[src/rtl/ram8_reader.sv]
// Eight-entry register file with a sequential read-out port.
// After start, entries 0..7 stream out over a valid/ready handshake, then done pulses once.
module ram8_reader #(
    parameter int WIDTH = 16
) (
    input  logic             clk,
    input  logic             reset,
    input  logic [WIDTH-1:0] in,
    input  logic             load,
    input  logic [2:0]       address,
    input  logic             start,
    output logic [WIDTH-1:0] out_data,
    output logic             out_valid,
    input  logic             out_ready,
    output logic             busy,
    output logic             done,
    output logic             dbg_state_o,
    output logic [2:0]       dbg_ptr_o
);

    typedef enum logic {
        IDLE = 1'b0,
        SEND = 1'b1
    } state_t;

    state_t           state_q;
    logic [2:0]       ptr_q;
    logic [WIDTH-1:0] mem_q [0:7];
    logic [WIDTH-1:0] out_data_q;
    logic             out_valid_q;
    logic             busy_q;
    logic             done_q;

    // Handshake: a word moves when out_valid and out_ready are both high at a
    // rising edge; while out_valid is high and out_ready low, out_data is held.
    always_ff @(posedge clk) begin
        if (reset) begin
            for (int i = 0; i < 8; i++) begin
                mem_q[i] <= '0;
            end
            state_q     <= IDLE;
            ptr_q       <= 3'd0;
            out_data_q  <= '0;
            out_valid_q <= 1'b0;
            busy_q      <= 1'b0;
            done_q      <= 1'b0;
        end else begin
            done_q <= 1'b0;
            if (load) begin
                mem_q[address] <= in;
            end
            // Fetches read mem_q before this edge's write lands, so a same-edge
            // write to the fetched entry yields the old value.
            case (state_q)
                IDLE: begin
                    if (start) begin
                        ptr_q       <= 3'd0;
                        out_data_q  <= mem_q[0];
                        out_valid_q <= 1'b1;
                        busy_q      <= 1'b1;
                        state_q     <= SEND;
                    end
                end
                SEND: begin
                    if (out_valid_q && out_ready) begin
                        if (ptr_q == 3'd7) begin
                            out_valid_q <= 1'b0;
                            busy_q      <= 1'b0;
                            done_q      <= 1'b1;
                            state_q     <= IDLE;
                        end else begin
                            ptr_q      <= ptr_q + 3'd1;
                            out_data_q <= mem_q[ptr_q + 3'd1];
                        end
                    end
                end
                default: state_q <= IDLE;
            endcase
        end
    end

    assign out_data    = out_data_q;
    assign out_valid   = out_valid_q;
    assign busy        = busy_q;
    assign done        = done_q;
    assign dbg_state_o = state_q;
    assign dbg_ptr_o   = ptr_q;

endmodule

[config.mk]
export PLATFORM = sky130hd
export DESIGN_NAME = ram8_reader
export DESIGN_NICKNAME = d
export VERILOG_FILES = /design/src/rtl/ram8_reader.sv
export SDC_FILE = /design/constraint.sdc
export NUM_CORES = 1
export LEC_CHECK = 0
export CORE_ASPECT_RATIO = 0.7
export CORE_MARGIN = 2
export CORE_UTILIZATION = 40
export CTS_CLUSTER_DIAMETER = 100
export DETAILED_ROUTE_END_ITERATION = 8
export PLACE_DENSITY = 0.64
export SKIP_CTS_REPAIR_TIMING = 1
export SYNTH_ARGS = -nofsm -noshare
export SYNTH_HDL_FRONTEND = slang
export SYNTH_SLANG_ARGS = --single-unit
[constraint.sdc]
create_clock -name clk -period 5 [get_ports clk]
set_input_delay 1.25 -clock clk [delete_from_list [all_inputs] [get_ports clk]]
set_output_delay 1.25 -clock clk [all_outputs]
set_load 0.02 [all_outputs]
==> metrics.md <==
| Metric | Value |
|---|---|
| Syn_area_per_cell | 15.1 µm² |
| Drt wl/cell | 21.6 µm |
| Synth top area share | 56.3% |
| DR iter-0 viols | 464 |
| CP endpoint kind | flop |
| Seq/Total Area, Yosys | 62.8% |
| Critical path type | primary input to flop |
| Syn nets | 478 |
| Clock Skew | 0.00757 ns |
| R2R Setup Slk | 2.00 ns |
| Slew Viols, Final | 0 |
| Pwr/cell area | 367 nW/µm² |
| LEAKAGE | 2.72 nW |
| R2R cell count | 7 |
| Number of synthesized flops with an enable pin | 128 |
| FF-to-FF End | out_data[8]$_SDFFE_PP0P_ |
| Clk_lat worst skew | 0.42 ns |
| Period utilisation layout | 65.0% |
| Slew HR | 17.6% |
| VDD IR max | 189 µV |
| Antenna violations before repair | 0 |
| First-pass GRT wire length | 24.5 mm |
| Largest net degree at the start of global routing | 26 |
| Routed vias/inst | 5.47 |
| YS warnings | 0 |
| Area grow syn2layout | 18.5% |
| Die width | 160 µm |
| Clock Tree Buf Depth | 2 |
| Fin. Hold Viols | 0 |
| Min Hold Slack | 0.493 ns |
| Clock Pin Slew Worst Setup and Hold Paths | 0.06 ns |
| Hpwl dp | 10.8 mm |
| WP data required | 5.08 ns |
| Row count | 39 |
| RSZ-0062 raised after global routing | false |
| Fmax | 308 MHz |
| # IOs | 47 |
| DRT Pass-1 Iters | 4 |
| Critical path's slowest cell | or3b_1 |
| Ratio of cells with drive above 1 in the final layout | 16.7% |
| CTS Buf Count | 17 |
| DRC Markers | 0 |
| Yosys reg bits | 150 |
| Total negative slack | 0 ns |
| Final Wtd Congestion | 0.759 |
| Post-layout min period | 3.25 ns |
| Reg2reg start | dbg_ptr_o[0]$_SDFFE_PP0P_ |
| Mapped cell area | 6830 µm² |
| # Max-Cap Violations | 0 |
| DRT antenna net count | 0 |
| Commonest non-fill, non-tap cells in the layout | and2_1, edfxtp_1, clkdlybuf4s50_1 |
| Post-Route WL | 15.8 mm |
| Worst EP arrival | 3.32 ns |
| Max FO, Critical Path | 17 |
| Final-stage net count | 523 |
| Setup Slack @ Placement | 1.33 ns |
| Core Util, Final | 49.0% |
| Post-synthesis cell count | 451 |
| Worst min path class | flop to flop |
| Worst slew pin tran | 1.24 ns |
| CTS tree | done |
| CTS H-tree depth | 4 |
| Status | complete, no violations |
| Worst path max stage delay | 0.62 ns |
| Die H | 113 µm |
| Ant. Diodes | 0 |
| Synth cell types | 30 |
| Leading area contributor after synthesis | edfxtp_1 |
| Vias in the first global route | 3946 |
| Initial Utilization | 41.4% |
| Fillers | 1452 |
| Hold path cells | 2 |
| Nature of the critical path startpoint | primary input |
| Core ar. | 16500 µm² |
| Total number of vias | 4016 |
| Main synth FF type | edfxtp_1 |
| Hold Path End | dbg_ptr_o[1]$_SDFFE_PP0P_ |
| Hold path start | dbg_ptr_o[1]$_SDFFE_PP0P_ |
| Final setup viols | 0 |
| Root Buffer | clkbuf_16 |
| Cell-by-cell trace of the critical path | clkdlybuf4s50_1, or3b_1, nor3_4, or2_2 |
| Fin worst setup slack | 1.75 ns |
| I/O Buffers | 46 |
| Top area cells in the synthesized netlist | edfxtp_1, and2_1, mux4_2 |
| Ys async rst share | 0% |
| CTS sink count | 150 |
| GRT Resource Usage Total | 18.5% |
| Die Area | 18100 µm² |
| Gr ovfl total | 0 |
==> worst max-delay path, delay by kind of cell <==
family | cells | cell delay (ns)
buf+inv | 1 | 0.56
simple gates | 3 | 1.51
==> layout make-up <==
class / instances / area (µm²) / area share [%]
Multi-Input combinational cell: 269 / 2380 / 29.4
Clock inverter: 15 / 168 / 2.07
Inverter: 1 / 3.75 / 0.0464
Tap cell: 225 / 282 / 3.48
Clock buffer: 17 / 425 / 5.26
Timing Repair Buffer: 57 / 543 / 6.72
Sequential cell: 150 / 4280 / 53.0
==> metal layers <==
metal / track usage, % / vias up / share of wire, %
li1: - / 1812 / -
met1: 29.8 / 2063 / 52
met2: 25.0 / 130 / 42
met3: 4.11 / 11 / 6.1
met4: 4.68 / 0 / 0.73
met5: 0 / - / 0
==> Yosys cell counts (3+ instances only) <==
cell / instances
a21oi_1: 5
a41oi_1: 16
and2_1: 128
buf_2: 8
buf_4: 4
clkbuf_1: 14
clkbuf_2: 3
dfxtp_1: 22
edfxtp_1: 128
ha_1: 3
mux2i_1: 16
mux4_2: 32
nand2_1: 5
nand2b_1: 4
nand3_1: 6
nor2_1: 4
nor2_4: 3
nor4bb_1: 15
o21ai_0: 22
==> registers in the layout, summed over array words and instances, names as in the netlist <==
register	count
done	1
dbg_state_o	1
out_data	16
mem_q	128
dbg_ptr_o	3
busy	1
==> through the flow <==
step                instance area (µm²)  cells  power, mW
floorplan                          6830    451       1.60
global placement                   7490    702       1.70
detailed placement                 7490    702       1.71
CTS                                8090    734       2.97
global route                       8090    734       3.06
finish                             8090    734       2.96
==> power by group <==
part | internal (mW) | leakage, nW | switching, mW
registers | 1.43 | 1.41 | 0.0360
clock network | 0.747 | 0.293 | 0.534
logic | 0.0927 | 1.02 | 0.120
==> how the worst max path moves through the flow <==
| stage | start | to | slack [ns] | cells after the start |
|---|---|---|---|---|
| final | reset | mem_q[0][9]$_SDFFCE_PN0P_ | 1.75 | 4 |
| after global routing | reset | mem_q[0][9]$_SDFFCE_PN0P_ | 1.58 | 4 |
| after floorplan | address[1] | mem_q[1][0]$_SDFFCE_PN0P_ | 1.61 | 3 |
| after detailed placement | reset | mem_q[0][4]$_SDFFCE_PN0P_ | 1.33 | 4 |
| after CTS | reset | mem_q[0][13]$_SDFFCE_PN0P_ | 1.75 | 4 |
| after global placement | reset | mem_q[0][7]$_SDFFCE_PN0P_ | 1.42 | 4 |
==> logic make-up (layout without fill, tap and decap cells) <==
kind of cell | Yosys count | count (layout) | share of synthesized area (%)
AND/OR/NAND/NOR | 175 | 175 | 17.4
multiplexers | 48 | 48 | 12.9
adder cells (fa/ha/maj) | 3 | 3 | 0.550
AO/OA/AOI/OAI | 43 | 43 | 4.03
flip-flops | 150 | 150 | 62.8
buffers and inverters | 32 | 90 | 2.40
No activity file was read; power rests on OpenSTA's default activity.
